[src/rtl/multicycle_control_if.sv]
// Control bus between the multi-cycle MIPS controller and its datapath:
// opcode/status inputs from the datapath, select and enable lines back to it.
interface multicycle_control_if;
  logic [5:0] opcode;
  logic       alu_zero;
  logic       mem_ready;
  logic       pc_write;
  logic       iord;
  logic       mem_read;
  logic       mem_write;
  logic       ir_write;
  logic [1:0] reg_dst;
  logic [1:0] mem_to_reg;
  logic       reg_write;
  logic       alu_src_a;
  logic [1:0] alu_src_b;
  logic [1:0] alu_op;
  logic       ext_zero;
  logic [1:0] pc_source;
  logic       illegal_op;
  logic [3:0] state;

  modport master (
    input  opcode, alu_zero, mem_ready,
    output pc_write, iord, mem_read, mem_write, ir_write, reg_dst, mem_to_reg,
           reg_write, alu_src_a, alu_src_b, alu_op, ext_zero, pc_source,
           illegal_op, state
  );

  modport slave (
    output opcode, alu_zero, mem_ready,
    input  pc_write, iord, mem_read, mem_write, ir_write, reg_dst, mem_to_reg,
           reg_write, alu_src_a, alu_src_b, alu_op, ext_zero, pc_source,
           illegal_op, state
  );
endinterface

[src/rtl/multicycle_control.sv]
// Sequencing FSM for the multi-cycle MIPS-subset datapath. Moore outputs are
// registered from the next state; only ir_write/pc_write carry input terms.
module multicycle_control (
  input  logic                 clk,
  input  logic                 rst_n,
  multicycle_control_if.master bus
);

  typedef enum logic [3:0] {
    st_reset     = 4'd0,
    st_fetch     = 4'd1,
    st_decode    = 4'd2,
    st_mem_addr  = 4'd3,
    st_mem_read  = 4'd4,
    st_mem_wb    = 4'd5,
    st_mem_write = 4'd6,
    st_r_exec    = 4'd7,
    st_r_wb      = 4'd8,
    st_i_exec    = 4'd9,
    st_i_wb      = 4'd10,
    st_branch    = 4'd11,
    st_jump      = 4'd12,
    st_jal       = 4'd13,
    st_halt      = 4'd15
  } state_t;

  localparam logic [5:0] op_r    = 6'b000000;
  localparam logic [5:0] op_lw   = 6'b100011;
  localparam logic [5:0] op_sw   = 6'b101011;
  localparam logic [5:0] op_beq  = 6'b000100;
  localparam logic [5:0] op_bne  = 6'b000101;
  localparam logic [5:0] op_j    = 6'b000010;
  localparam logic [5:0] op_jal  = 6'b000011;
  localparam logic [5:0] op_addi = 6'b001000;
  localparam logic [5:0] op_slti = 6'b001010;
  localparam logic [5:0] op_andi = 6'b001100;
  localparam logic [5:0] op_ori  = 6'b001101;

  typedef struct packed {
    logic       pc_write;
    logic       iord;
    logic       mem_read;
    logic       mem_write;
    logic [1:0] reg_dst;
    logic [1:0] mem_to_reg;
    logic       reg_write;
    logic       alu_src_a;
    logic [1:0] alu_src_b;
    logic [1:0] alu_op;
    logic       ext_zero;
    logic [1:0] pc_source;
    logic       illegal_op;
  } ctrl_t;

  state_t state_reg;
  state_t state_next;
  ctrl_t  ctrl_reg;

  // Moore output pattern for a state; pc_write in FETCH/BRANCH is added outside.
  function automatic ctrl_t decode(input state_t s, input logic [5:0] op);
    ctrl_t c;
    c = '0;
    case (s)
      st_fetch: begin
        c.mem_read  = 1'b1;
        c.alu_src_b = 2'b01;
      end
      st_decode:    c.alu_src_b = 2'b11;
      st_mem_addr: begin
        c.alu_src_a = 1'b1;
        c.alu_src_b = 2'b10;
      end
      st_mem_read: begin
        c.mem_read = 1'b1;
        c.iord     = 1'b1;
      end
      st_mem_wb: begin
        c.reg_write  = 1'b1;
        c.mem_to_reg = 2'b01;
      end
      st_mem_write: begin
        c.mem_write = 1'b1;
        c.iord      = 1'b1;
      end
      st_r_exec: begin
        c.alu_src_a = 1'b1;
        c.alu_op    = 2'b10;
      end
      st_r_wb: begin
        c.reg_write = 1'b1;
        c.reg_dst   = 2'b01;
      end
      st_i_exec: begin
        c.alu_src_a = 1'b1;
        c.alu_src_b = 2'b10;
        c.alu_op    = 2'b11;
        c.ext_zero  = (op == op_andi) || (op == op_ori);
      end
      st_i_wb:      c.reg_write = 1'b1;
      st_branch: begin
        c.alu_src_a = 1'b1;
        c.alu_op    = 2'b01;
        c.pc_source = 2'b01;
      end
      st_jump: begin
        c.pc_write  = 1'b1;
        c.pc_source = 2'b10;
      end
      st_jal: begin
        c.pc_write   = 1'b1;
        c.pc_source  = 2'b10;
        c.reg_write  = 1'b1;
        c.reg_dst    = 2'b10;
        c.mem_to_reg = 2'b10;
      end
      st_halt:      c.illegal_op = 1'b1;
      default:      c = '0;
    endcase
    return c;
  endfunction

  always_comb begin
    state_next = st_halt;
    case (state_reg)
      st_reset:     state_next = st_fetch;
      st_fetch:     state_next = bus.mem_ready ? st_decode : st_fetch;
      st_decode: begin
        case (bus.opcode)
          op_lw, op_sw:                     state_next = st_mem_addr;
          op_r:                             state_next = st_r_exec;
          op_addi, op_slti, op_andi, op_ori: state_next = st_i_exec;
          op_beq, op_bne:                   state_next = st_branch;
          op_j:                             state_next = st_jump;
          op_jal:                           state_next = st_jal;
          default:                          state_next = st_halt;
        endcase
      end
      st_mem_addr:  state_next = (bus.opcode == op_sw) ? st_mem_write : st_mem_read;
      st_mem_read:  state_next = bus.mem_ready ? st_mem_wb : st_mem_read;
      st_mem_wb:    state_next = st_fetch;
      st_mem_write: state_next = bus.mem_ready ? st_fetch : st_mem_write;
      st_r_exec:    state_next = st_r_wb;
      st_r_wb:      state_next = st_fetch;
      st_i_exec:    state_next = st_i_wb;
      st_i_wb:      state_next = st_fetch;
      st_branch:    state_next = st_fetch;
      st_jump:      state_next = st_fetch;
      st_jal:       state_next = st_fetch;
      default:      state_next = st_halt;
    endcase
  end

  always_ff @(posedge clk or negedge rst_n) begin
    if (!rst_n) begin
      state_reg <= st_reset;
      ctrl_reg  <= '0;
    end else begin
      state_reg <= state_next;
      ctrl_reg  <= decode(state_next, bus.opcode);
    end
  end

  logic fetch_done;
  logic branch_taken;
  assign fetch_done   = (state_reg == st_fetch) && bus.mem_ready;
  assign branch_taken = (state_reg == st_branch) &&
                        (((bus.opcode == op_beq) && bus.alu_zero) ||
                         ((bus.opcode == op_bne) && !bus.alu_zero));

  assign bus.pc_write   = ctrl_reg.pc_write | fetch_done | branch_taken;
  assign bus.ir_write   = fetch_done;
  assign bus.iord       = ctrl_reg.iord;
  assign bus.mem_read   = ctrl_reg.mem_read;
  assign bus.mem_write  = ctrl_reg.mem_write;
  assign bus.reg_dst    = ctrl_reg.reg_dst;
  assign bus.mem_to_reg = ctrl_reg.mem_to_reg;
  assign bus.reg_write  = ctrl_reg.reg_write;
  assign bus.alu_src_a  = ctrl_reg.alu_src_a;
  assign bus.alu_src_b  = ctrl_reg.alu_src_b;
  assign bus.alu_op     = ctrl_reg.alu_op;
  assign bus.ext_zero   = ctrl_reg.ext_zero;
  assign bus.pc_source  = ctrl_reg.pc_source;
  assign bus.illegal_op = ctrl_reg.illegal_op;
  assign bus.state      = state_reg;

endmodule

[src/flat_wrapper.sv]
// flat-port wrapper written by rule: the top's interface ports become plain ports
module multicycle_control_flat 
  (clk, rst_n, bus_opcode, bus_alu_zero, bus_mem_ready, bus_pc_write, bus_iord, bus_mem_read, bus_mem_write, bus_ir_write, bus_reg_dst, bus_mem_to_reg, bus_reg_write, bus_alu_src_a, bus_alu_src_b, bus_alu_op, bus_ext_zero, bus_pc_source, bus_illegal_op, bus_state);
  multicycle_control_if bus_i ();
  input  logic clk;
  input  logic rst_n;
  input wire logic [$bits(bus_i.opcode)-1:0] bus_opcode;
  input wire logic [$bits(bus_i.alu_zero)-1:0] bus_alu_zero;
  input wire logic [$bits(bus_i.mem_ready)-1:0] bus_mem_ready;
  output wire logic [$bits(bus_i.pc_write)-1:0] bus_pc_write;
  output wire logic [$bits(bus_i.iord)-1:0] bus_iord;
  output wire logic [$bits(bus_i.mem_read)-1:0] bus_mem_read;
  output wire logic [$bits(bus_i.mem_write)-1:0] bus_mem_write;
  output wire logic [$bits(bus_i.ir_write)-1:0] bus_ir_write;
  output wire logic [$bits(bus_i.reg_dst)-1:0] bus_reg_dst;
  output wire logic [$bits(bus_i.mem_to_reg)-1:0] bus_mem_to_reg;
  output wire logic [$bits(bus_i.reg_write)-1:0] bus_reg_write;
  output wire logic [$bits(bus_i.alu_src_a)-1:0] bus_alu_src_a;
  output wire logic [$bits(bus_i.alu_src_b)-1:0] bus_alu_src_b;
  output wire logic [$bits(bus_i.alu_op)-1:0] bus_alu_op;
  output wire logic [$bits(bus_i.ext_zero)-1:0] bus_ext_zero;
  output wire logic [$bits(bus_i.pc_source)-1:0] bus_pc_source;
  output wire logic [$bits(bus_i.illegal_op)-1:0] bus_illegal_op;
  output wire logic [$bits(bus_i.state)-1:0] bus_state;
  assign bus_i.opcode = bus_opcode;
  assign bus_i.alu_zero = bus_alu_zero;
  assign bus_i.mem_ready = bus_mem_ready;
  assign bus_pc_write = bus_i.pc_write;
  assign bus_iord = bus_i.iord;
  assign bus_mem_read = bus_i.mem_read;
  assign bus_mem_write = bus_i.mem_write;
  assign bus_ir_write = bus_i.ir_write;
  assign bus_reg_dst = bus_i.reg_dst;
  assign bus_mem_to_reg = bus_i.mem_to_reg;
  assign bus_reg_write = bus_i.reg_write;
  assign bus_alu_src_a = bus_i.alu_src_a;
  assign bus_alu_src_b = bus_i.alu_src_b;
  assign bus_alu_op = bus_i.alu_op;
  assign bus_ext_zero = bus_i.ext_zero;
  assign bus_pc_source = bus_i.pc_source;
  assign bus_illegal_op = bus_i.illegal_op;
  assign bus_state = bus_i.state;
  multicycle_control u_core (.clk(clk), .rst_n(rst_n), .bus(bus_i));
endmodule
[config.mk]
export PLATFORM = sky130hd
export DESIGN_NAME = multicycle_control_flat
export DESIGN_NICKNAME = d
export VERILOG_FILES = /design/src/rtl/multicycle_control_if.sv /design/src/rtl/multicycle_control.sv /design/src/flat_wrapper.sv
export SDC_FILE = /design/constraint.sdc
export NUM_CORES = 1
export LEC_CHECK = 0
export ABC_AREA = 1
export BUFFER_PORTS_ARGS = -buffer_cell sky130_fd_sc_hd__buf_2
export CORE_ASPECT_RATIO = 0.7
export CORE_UTILIZATION = 45
export DETAILED_ROUTE_END_ITERATION = 10
export PLACE_DENSITY = 0.7
export SKIP_CTS_REPAIR_TIMING = 1
export SLEW_MARGIN = 20
export SYNTH_ARGS = -nofsm -noshare
export SYNTH_HDL_FRONTEND = slang
export SYNTH_SLANG_ARGS = --single-unit
export TNS_END_PERCENT = 5
[constraint.sdc]
create_clock -name clk -period 1.8 [get_ports clk]
set_input_delay 0.45 -clock clk [delete_from_list [all_inputs] [get_ports clk]]
set_output_delay 0.45 -clock clk [all_outputs]
set_load 0.02 [all_outputs]
==> results of run 1 <==
==> worst reg2reg max path: cells and delay by family (launching register included) <==
family,cells,cell delay (ns)
flops,1,0.46
buf+inv,1,0.17
simple gates,8,0.88
==> Yosys cell counts <==
library cell / number / area (um^2)
nand2_1: 33 / 124
dfrtp_1: 21 / 526
nor2_1: 21 / 78.8
nand3_1: 18 / 90.1
buf_4: 12 / 90.1
inv_1: 10 / 37.5
inv_2: 6 / 22.5
nor2_4: 5 / 56.3
nand2_2: 4 / 25.0
nand3_2: 4 / 40.0
a21oi_1: 3 / 15.0
nand4_1: 3 / 18.8
a21oi_2: 2 / 17.5
nor2_2: 2 / 12.5
nor3_2: 2 / 20.0
a21boi_2: 1 / 11.3
clkinv_1: 1 / 3.75
mux2i_1: 1 / 10.0
nand2_4: 1 / 11.3
nand3b_1: 1 / 7.51
nor4_1: 1 / 6.26
o21bai_2: 1 / 11.3
==> layer usage <==
layer / share of wire / vias up / GRT usage
li1: - / 543 / -
met1: 0.48 / 495 / 0.248
met2: 0.46 / 37 / 0.276
met3: 0.066 / 0 / 0.0550
met4: 0 / 0 / 0.0133
met5: 0 / - / 0
==> path summary, 6_finish.rpt <==
path / to / slack (ns)
worst max-delay path: bus_pc_write / 0.04
worst min-delay path: u_core.bus.reg_dst[0] / 0.13
worst max register to register: u_core.bus.alu_src_a / 0.19
worst min register to register: u_core.bus.mem_to_reg[0] / 0.54
max in group asynchronous: u_core.bus.state[0] / 1.33
min in group clk: u_core.bus.mem_to_reg[0] / 0.50
==> per-stage QoR <==
stage / hold slack, ns / setup TNS (ns)
after floorplan: 0.154 / 0
after global placement: 0.412 / -0.00509
after detailed placement: 0.429 / -0.00888
after CTS: 0.149 / -0.257
after global routing: 0.170 / -0.0398
final: 0.132 / 0
==> where the power goes <==
group / leakage [nW] / switching (W) / total (W) / internal (W)
Combinational: 0.550 / 0.000921 / 0.00141 / 0.000487
Sequential: 0.276 / 0.000103 / 0.000717 / 0.000615
Clock: 0.0228 / 0.000142 / 0.000300 / 0.000157
Total: 0.849 / 0.00117 / 0.00242 / 0.00126
==> final cells by class <==
type / count / area, um^2 / share of cell area
inverter: 17 / 63.8 / 0.0420
clock buffer: 4 / 45.0 / 0.0297
timing repair buffer: 42 / 263 / 0.173
multi-input combinational: 103 / 576 / 0.379
tap: 34 / 42.5 / 0.0280
sequential: 21 / 529 / 0.348
==> cell families after synthesis <==
| family | count (synthesis) | synth area share |
|---|---|---|
| muxes | 1 | 0.00811 |
| DFF | 21 | 0.426 |
| and+or+nand+nor | 95 | 0.397 |
| AOI/OAI and AO/OA | 7 | 0.0446 |
| buffers and inverters | 29 | 0.125 |
==> cells in the final DEF (no fill, tap or decap) <==
cell type and instances:
nand3b_1 1, nand2_4 1, nand3_1 18, inv_1 9
clkbuf_2 1, a21oi_1 3, nor2_2 1, nand3_2 4
dfrtp_1 18, nor3_2 2, nor4_1 1, clkbuf_8 3
nor2_1 19, inv_2 7, nor2_4 8, buf_2 26
dfrtp_2 3, nand2_2 4, nand2_1 33, clkinv_1 1
buf_6 4, mux2i_1 1, a21boi_2 1, o21bai_2 1
buf_4 11, nand4_1 3, clkbuf_1 1, a21oi_2 2
==> reports/metrics.csv, run 1 <==
stage,metric,value,unit
timing,finalHoldViolations,0,
grt,antenna_found_initial,0,
worst_setup_path,arrival,1.31,ns
synth,syn-cell-area,1230,um^2
grt,grt_pass1_vias,896,
power_and_ir_drop,p_total,0.00242,W
timing,max_freq,569,MHz
worst_setup_path,path_max_fanout,3,
drt,vias_per_cell,4.86,
worst_setup_path,cpPeakStageDelay,0.18,ns
floorplan,die-area,2960,um^2
timing,tightest_slew,0.453,ns
clock_network,clock_path_buffers,2,
worst_setup_path,ff2ff_path_depth,9,
worst_setup_path,path_cells,"buf_4, nor2_4, nand4_1, mux2i_1, nand4_1, nand3b_1, buf_6",
clock_network,cts_max_level,1,
clock_network,cts_made_buffers,3,
floorplan,core,2530,um^2
drt,first_pass_iters,4,
finish,drive_above_1_share,0.422,
synth,syn_inst,153,
worst_setup_path,slowest_stage,mux2i_1,
synth,synth_seq_cells,21,
timing,timing.final.crit_share,0.977,
timing,fin_skew,0.00182,ns
floorplan,fp-row-count,15,
timing,finalMaxSlewViolations,0,
timing,setup_ws,0.0417,ns
placed_design,gp_congestion,0.899,
drt,wl_per_cell,12.1,um
drt,num_vias,1075,
synth,ys_warn_count,0,
clock_network,path_clk_slew,0.07,ns
clock_network,cts_tree,done,
worst_setup_path,crit_family,simple AND/OR/NAND/NOR gates,
drt,wl,2680,um
worst_setup_path,end_kind,output pin,
grt,grt_max_degree,22,
floorplan,start_util,0.487,
worst_setup_path,startpoint,bus_opcode[3],
grt,grt_usage,0.176,
worst_setup_path,crit_buf_inv,2,
finish,nets,198,
finish,diodes,0,
power_and_ir_drop,peakVddDrop,0.775,mV
grt,grt_overflow_total,0,
synth,synth.distinct_cells,22,
power_and_ir_drop,leakage,0.849,nW
job,drv_cap,0,
worst_setup_path,critPathKind,input pin to output pin,
timing,rsz0062_at_grt,true,
floorplan,ios,33,
synth,syn-num-nets,163,
finish,largest_reg_flops,4,
clock_network,clock_latency,0.25,ns
timing,max_slew_margin,0.698,
grt,grt_pass1_wl,3880,um
finish,areaGrowthSynthToFinish,23.0,%
worst_setup_path,crit_top_cell,nand4_1,
finish,final_cells,221,
worst_setup_path,cp.depth,7,
worst_hold_path,hold_path.class,input pin to asynchronous set/reset pin,
timing,setup-violations-final,0,
worst_setup_path,crit_required,1.35,ns
timing,period_minus_slack,1.76,ns
placed_design,place_area,1370,um^2
drt,final_antenna_net_count,0,
placed_design,post-place-ws,-0.00888,ns
synth,syn_avg_cell_area,8.07,um^2
placed_design,io_buffers,32,
placed_design,placed_cells,210,
run_status,status,finished clean,
floorplan,die_h,45.8,um
finish,fillCellCount,234,
worst_setup_path,startpoint_type,input pin,
drt,drtIter0Drc,86,
floorplan,die_w,64.6,um
power_and_ir_drop,power_per_cell_area,1600,nW/um^2
clock_network,numClockSinks,21,
finish,stdcell_area,1520,um^2
drt,drc_errors,0,
synth,seq_area_frac_synth,0.426,
worst_setup_path,r2r_start,u_core.bus.state[0],
clock_network,root_buffer,clkbuf_8,
finish,final_util,0.600,
placed_design,dp_hpwl,1920,um
No activity file was read; power rests on OpenSTA's default activity.
==> inputs of run 2 (changes only) <==
- ABC_AREA: 1 -> not set
- PLACE_DENSITY: 0.7 -> 0.71
==> run 2 against run 1 <==
The flow now finishes with violations (negative setup slack). Final area grew 2.9%. Hold slack lost 0.056 ns. First-iteration DRC count shrank 67%. Global-route usage grew 5.3 points. Die area shrank 10%. Synthesized area shrank 10%. Critical path depth shrank 2. Highest routed layer is now met4.
==> reports/metrics.csv, run 2 <==
stage,metric,value,unit,change
drt,drtIter0Drc,28,,-67%
finish,drive_above_1_share,0.524,,+0.101
worst_setup_path,arrival,1.66,ns,+0.35 ns
synth,synthSimpleGateAreaFrac,0.255,,-0.142
worst_setup_path,r2r_slack,-0.26,ns,-0.45 ns
clock_network,numClockSinks,21,,unchanged
grt,grt_usage,0.229,,+0.0530
power_and_ir_drop,p_comb_frac,0.648,,+0.067
grt,antenna_found_initial,0,,unchanged
timing,setup-violations-final,16,,+16
worst_hold_path,hold_path.class,input pin to asynchronous set/reset pin,,
placed_design,io_buffers,32,,unchanged
synth,ys_warn_count,0,,unchanged
synth,synthFlopType,dfrtp_1,,
floorplan,die_w,61.3,um,-5.1%
job,drv_cap,0,,unchanged
drt,first_pass_iters,4,,unchanged
worst_setup_path,slowest_stage,dfrtp_1,,
worst_setup_path,crit_required,1.35,ns,about the same
finish,final_cells,202,,-8.6%
synth,syn_avg_cell_area,9.71,um^2,+20%
floorplan,die_h,43.5,um,-5.1%
synth,syn-cell-area,1110,um^2,-10%
power_and_ir_drop,seqPwrFrac,0.264,,-0.032
timing,setup_ws,-0.314,ns,-0.355 ns
floorplan,start_util,0.494,,+0.00645
clock_network,cts_made_buffers,3,,unchanged
finish,fillCellCount,200,,-15%
synth,synth_seq_cells,21,,unchanged
drt,wl_per_cell,13.9,um,+14%
drt,wl,2800,um,+4.5%
power_and_ir_drop,p_sw,0.00111,W,-5.1%
grt,grt_pass1_vias,889,,-0.78%
finish,nets,181,,-8.6%
finish,stdcell_area,1560,um^2,+2.9%
grt,grt_overflow_total,0,,unchanged
timing,max_slew_margin,0.665,,-0.0325
clock_network,clock_latency,0.30,ns,+0.05 ns
clock_network,cts_max_level,1,,unchanged
power_and_ir_drop,leakage,0.816,nW,-3.9%
synth,async_flop_share,1.00,,unchanged
clock_network,cts_tree,done,,
synth,synth.distinct_cells,41,,+86%
timing,fin_skew,0.00909,ns,+0.00727 ns
synth,synth_mux_area_frac,0,,-0.00811
placed_design,place_area,1470,um^2,+7.4%
placed_design,post-place-ws,-0.340,ns,-0.331 ns
timing,finalMaxSlewViolations,0,,unchanged
synth,post-synth-top-area-cell,dfrtp_1,,
grt,grt_max_degree,22,,unchanged
drt,final_antenna_net_count,0,,unchanged
synth,synthTopCellsByCount,"dfrtp_1 (21), buf_4 (10), nor2_1 (8), nand2_1 (7)",,
power_and_ir_drop,p_sw_frac,0.430,,-0.0505
drt,num_vias,1032,,-4.0%
power_and_ir_drop,p_int,0.00146,W,+16%
synth,synth_top_cells_by_area,"dfrtp_1 (47%), buf_4 (6.8%), nor2_1 (2.7%)",,
power_and_ir_drop,peakVddDrop,1.09,mV,+41%
run_status,violations,negative setup slack,,
worst_setup_path,cpPeakStageDelay,0.42,ns,+0.24 ns
worst_setup_path,crit_end,bus_pc_write,,
synth,synth_top_family_by_area,simple AND/OR/NAND/NOR gates,,
worst_setup_path,startpoint,u_core.bus.state[0],,
floorplan,core,2240,um^2,-12%
worst_setup_path,ff2ff_path_depth,7,,-2
drt,drc_errors,0,,unchanged
placed_design,gp_congestion,0.840,,-6.6%
synth,syn_inst,114,,-25%
floorplan,fp-row-count,14,,-1
timing,timing.final.crit_share,1.17,,+0.197
placed_design,placed_cells,195,,-7.1%
floorplan,die-area,2670,um^2,-10%
run_status,status,finished with violations,,
worst_setup_path,crit_top_cell,buf_6,,
grt,grt_pass1_wl,4350,um,+12%
timing,period_minus_slack,2.11,ns,+0.355 ns
timing,max_freq,473,MHz,-17%
placed_design,dp_hpwl,2150,um,+12%
synth,syn-num-nets,124,,-24%
finish,areaGrowthSynthToFinish,41.1,%,
synth,synth_compound_area_frac,0.146,,+0.101
worst_setup_path,end_kind,output pin,,
worst_setup_path,path_cells,"buf_6, buf_4, and3_1, or3_1, buf_6",,
synth,seq_area_frac_synth,0.475,,+0.0490
worst_setup_path,r2r_start,u_core.bus.state[2],,
timing,hold-worst-slack,0.0761,ns,-0.0557 ns
synth,synth_xor_xnor_area_share,0.0158,,+0.0158
power_and_ir_drop,p_clk_frac,0.088,,-0.036
worst_setup_path,startpoint_type,register,,
power_and_ir_drop,power_per_cell_area,1640,nW/um^2,+3.0%
worst_setup_path,worstReg2RegEnd,u_core.bus.alu_src_b[1],,
synth,synth.most_common_cell,dfrtp_1,,
finish,final_cell_mix,"buf_4 (35), buf_2 (31), dfrtp_1 (19)",,
clock_network,path_clk_slew,0.12,ns,+0.05 ns
finish,final_common_cell,buf_4,,
synth,synth_fa_ha_area_frac,0,,unchanged
finish,largest_reg_flops,4,,unchanged
finish,diodes,0,,unchanged
synth,netlist.area_leader.share,0.475,,+0.0490
clock_network,clock_path_buffers,2,,unchanged
drt,vias_per_cell,5.11,,+5.0%
worst_setup_path,path_max_fanout,6,,+3
timing,tightest_slew,0.498,ns,+0.0454 ns
timing,rsz0062_at_grt,true,,
timing,finalHoldViolations,0,,unchanged
floorplan,ios,33,,unchanged
clock_network,root_buffer,clkbuf_4,,
worst_setup_path,critPathKind,register to output pin,,
timing,setup-tns-final,-1.74,ns,-1.74 ns
synth,synth_edf_count,0,,unchanged
-- run 2: cells by family after synthesis --
logic type,Yosys count
AO/OA/AOI/OAI,21
XOR/XNOR,2
buffers and inverters,21
flip-flops,21
AND/OR/NAND/NOR,49
-- run 2: layout make-up --
class                      instances  area, um^2  area share
timing repair buffer              69         452       0.289
tap                               32        40.0      0.0256
sequential                        21         528       0.338
clock buffer                       3        22.5      0.0144
inverter                           4        15.0     0.00961
clock inverter                     1        5.00     0.00320
multi-input combinational         72         500       0.320
-- run 2: worst min path at each step --
stage                           endpoint  cells after the start  startpoint
detailed placement  u_core.bus.alu_src_a                      1       rst_n
finish               u_core.bus.state[3]                      1       rst_n
global route         u_core.bus.state[0]                      1       rst_n
floorplan           u_core.bus.alu_op[0]                      0       rst_n
global placement    u_core.bus.alu_src_a                      1       rst_n
CTS                  u_core.ctrl_reg[17]                      1       rst_n
-- run 2: metrics by stage --
step / power, W / util
detailed placement: 0.00220 / 0.656
finish: 0.00257 / 0.697
global placement: 0.00216 / 0.656
floorplan: 0.00163 / -
CTS: 0.00244 / 0.669
global route: 0.00275 / 0.697
-- run 2: worst max-delay path, delay by kind of cell (launching register included) --
family | cells | cell delay, ns
buf+inv | 3 | 0.42
flops | 1 | 0.42
simple gates | 2 | 0.52
-- run 2: metal layers --
layer | up-vias | share of wire | wire length (um) | GRT usage
met4 | 0 | 0.0029 | 8 | 0.0136
met1 | 493 | 0.49 | 1370 | 0.355
met2 | 29 | 0.46 | 1280 | 0.330
met5 | - | 0 | 0 | 0
met3 | 2 | 0.053 | 148 | 0.0657
li1 | 508 | - | - | -
-- run 2: power groups by stage --
stage | Combinational, W | Sequential (W) | Clock (W)
2_1_floorplan | 0.000855 | 0.000777 | 0
3_3_place_gp | 0.00148 | 0.000685 | 0
3_5_place_dp | 0.00151 | 0.000692 | 0
4_1_cts | 0.00152 | 0.000682 | 0.000232
5_1_grt | 0.00180 | 0.000697 | 0.000249
6_report | 0.00167 | 0.000679 | 0.000225
==> inputs of run 3 (changes only) <==
- REMOVE_ABC_BUFFERS: not set -> 1
==> run 3 against run 2 <==
The flow still finishes with violations (negative setup slack). Non-clock buffer count is 9 lower. Combinational power hardly changed. Cell count is 4.5% lower. Critical endpoint unchanged.
==> reports/metrics.csv, run 3 (synthesis gave the netlist of run 2 again) <==
stage,metric,value,unit,change
finish,multi_input_area,523,um^2,+4.5%
finish,nets,172,,-5.0%
worst_setup_path,end_kind,output pin,,
clock_network,clock_path_buffers,2,,unchanged
finish,stdcell_area,1520,um^2,-2.6%
power_and_ir_drop,leakage,0.780,nW,-4.4%
timing,max_freq,471,MHz,-0.47%
clock_network,root_buffer,clkbuf_4,,
clock_network,cts_max_level,1,,unchanged
worst_setup_path,cpPeakStageDelay,0.39,ns,-0.03 ns
timing,max_slew_margin,0.686,,+0.0204
clock_network,cts_tree,done,,
drt,first_pass_iters,4,,unchanged
floorplan,ios,33,,unchanged
timing,fin_skew,0.00736,ns,-0.00173 ns
finish,seq_area,526,um^2,-0.47%
finish,fillCellCount,186,,-7.0%
floorplan,die-area,2670,um^2,unchanged
floorplan,die_h,43.5,um,unchanged
floorplan,die_w,61.3,um,unchanged
floorplan,fp-row-count,14,,unchanged
placed_design,gp_congestion,0.876,,+4.4%
power_and_ir_drop,p_int,0.00141,W,-3.7%
drt,drc_errors,0,,unchanged
power_and_ir_drop,seqPwrFrac,0.261,,-0.003
finish,diodes,0,,unchanged
worst_setup_path,slowest_stage,dfrtp_1,,
drt,drtIter0Drc,18,,-36%
timing,tightest_slew,0.471,ns,-0.0272 ns
clock_network,numClockSinks,21,,unchanged
power_and_ir_drop,p_clk_frac,0.092,,+0.004
worst_hold_path,hold_path.class,input pin to asynchronous set/reset pin,,
power_and_ir_drop,p_sw_frac,0.449,,+0.0182
placed_design,place_area,1380,um^2,-6.0%
timing,finalHoldViolations,0,,unchanged
worst_setup_path,arrival,1.67,ns,about the same
grt,grt_pass1_vias,918,,+3.3%
power_and_ir_drop,peakVddDrop,1.27,mV,+16%
drt,wl,2920,um,+4.2%
worst_setup_path,critPathKind,register to output pin,,
timing,period_minus_slack,2.12,ns,+0.00998 ns
power_and_ir_drop,p_total,0.00256,W,-0.56%
placed_design,dp_hpwl,2060,um,-3.9%
placed_design,io_buffers,32,,unchanged
timing,setup_ws,-0.324,ns,-0.00998 ns
run_status,violations,negative setup slack,,
finish,final_cell_mix,"buf_2 (31), buf_4 (24), dfrtp_1 (21)",,
job,drv_cap,0,,unchanged
worst_setup_path,crit_top_cell,buf_6,,
floorplan,core,2240,um^2,unchanged
drt,vias_per_cell,5.36,,+4.9%
worst_setup_path,crit_required,1.35,ns,about the same
clock_network,clock_latency,0.31,ns,about the same
timing,finalMaxSlewViolations,0,,unchanged
worst_setup_path,crit_family,simple AND/OR/NAND/NOR gates,,
worst_setup_path,crit_buf_inv,3,,unchanged
power_and_ir_drop,p_sw,0.00115,W,+3.6%
worst_setup_path,startpoint_type,register,,
grt,grt_pass1_wl,4420,um,+1.7%
finish,largest_reg_flops,4,,unchanged
finish,drive_above_1_share,0.509,,-0.0142
finish,areaGrowthSynthToFinish,37.5,%,
timing,timing.final.crit_share,1.18,,+0.00554
finish,final_common_cell,buf_2,,
clock_network,cts_made_buffers,3,,unchanged
worst_setup_path,path_cells,"buf_6, nor2_4, buf_6, and3_4, or3_1, buf_6",,
floorplan,start_util,0.494,,unchanged
timing,setup-violations-final,15,,-1
grt,grt_max_degree,22,,unchanged
clock_network,path_clk_slew,0.13,ns,about the same
power_and_ir_drop,power_per_cell_area,1680,nW/um^2,+2.1%
drt,final_antenna_net_count,0,,unchanged
drt,wl_per_cell,15.1,um,+9.1%
run_status,status,finished with violations,,
grt,antenna_found_initial,0,,unchanged
grt,grt_overflow_total,0,,unchanged
drt,num_vias,1034,,+0.19%
worst_setup_path,path_max_fanout,5,,-1
grt,grt_usage,0.232,,+0.00344
timing,rsz0062_at_grt,true,,
power_and_ir_drop,p_comb_frac,0.647,,about the same
-- run 3: cell types whose count changed in the layout (fill, tap and decap cells not counted), sizes merged --
cell	change
buf	-9
-- run 3: per-stage QoR --
step | worst slack, ns | utilization | std cells | hold WS [ns] | setup TNS (ns)
after floorplan | -0.300 | - | 97 | 0.154 | -2.08
after global placement | -0.281 | 0.617 | 185 | 0.414 | -3.44
after detailed placement | -0.316 | 0.617 | 185 | 0.431 | -3.73
after CTS | -0.378 | 0.629 | 189 | 0.0804 | -1.50
after global routing | -0.371 | 0.679 | 193 | 0.0994 | -2.84
final | -0.324 | 0.679 | 193 | 0.0665 | -1.40
-- run 3: area by class of cell --
| class | count | area share |
|---|---|---|
| inverter | 4 | 0.00986 |
| multi-input combinational | 72 | 0.343 |
| sequential | 21 | 0.345 |
| clock inverter | 1 | 0.00329 |
| tap | 32 | 0.0263 |
| timing repair buffer | 60 | 0.257 |
| clock buffer | 3 | 0.0148 |
-- run 3: worst register-to-register path: cells and delay by family, from the launching register on --
family          cells  cell delay, ns
simple gates        2            0.95
compound gates      3            0.45
flops               1            0.41
buf+inv             1            0.18
-- run 3: power by group through the flow --
stage | logic, W | clock network, W | registers (W)
after floorplan | 0.000566 | 0 | 0.000894
after global placement | 0.00140 | 0 | 0.000658
after detailed placement | 0.00144 | 0 | 0.000669
after CTS | 0.00145 | 0.000238 | 0.000659
after global routing | 0.00179 | 0.000262 | 0.000677
final | 0.00165 | 0.000236 | 0.000666
-- run 3: path summary, 6_finish.rpt --
check                      slack (ns)                 from                  endpoint  cells past startpoint
setup / recovery                -0.32  u_core.bus.state[2]              bus_pc_write                      6
hold / removal                   0.07                rst_n  u_core.bus.mem_to_reg[0]                      1
setup reg to reg                -0.25  u_core.bus.state[0]      u_core.bus.alu_op[1]                      6
hold reg to reg                  0.72  u_core.bus.state[0]      u_core.bus.reg_write                      3
max in group asynchronous        1.40                rst_n       u_core.bus.state[2]                      1
min in group clk                 0.62        bus_opcode[4]       u_core.bus.ext_zero                      5
-- run 3: routing by layer --
metal | vias up | GRT usage | part of all wire
met3 | 6 | 0.0627 | 0.061
met5 | - | 0 | 0
met1 | 501 | 0.335 | 0.44
li1 | 488 | - | -
met4 | 0 | 0.0455 | 0.016
met2 | 39 | 0.352 | 0.48
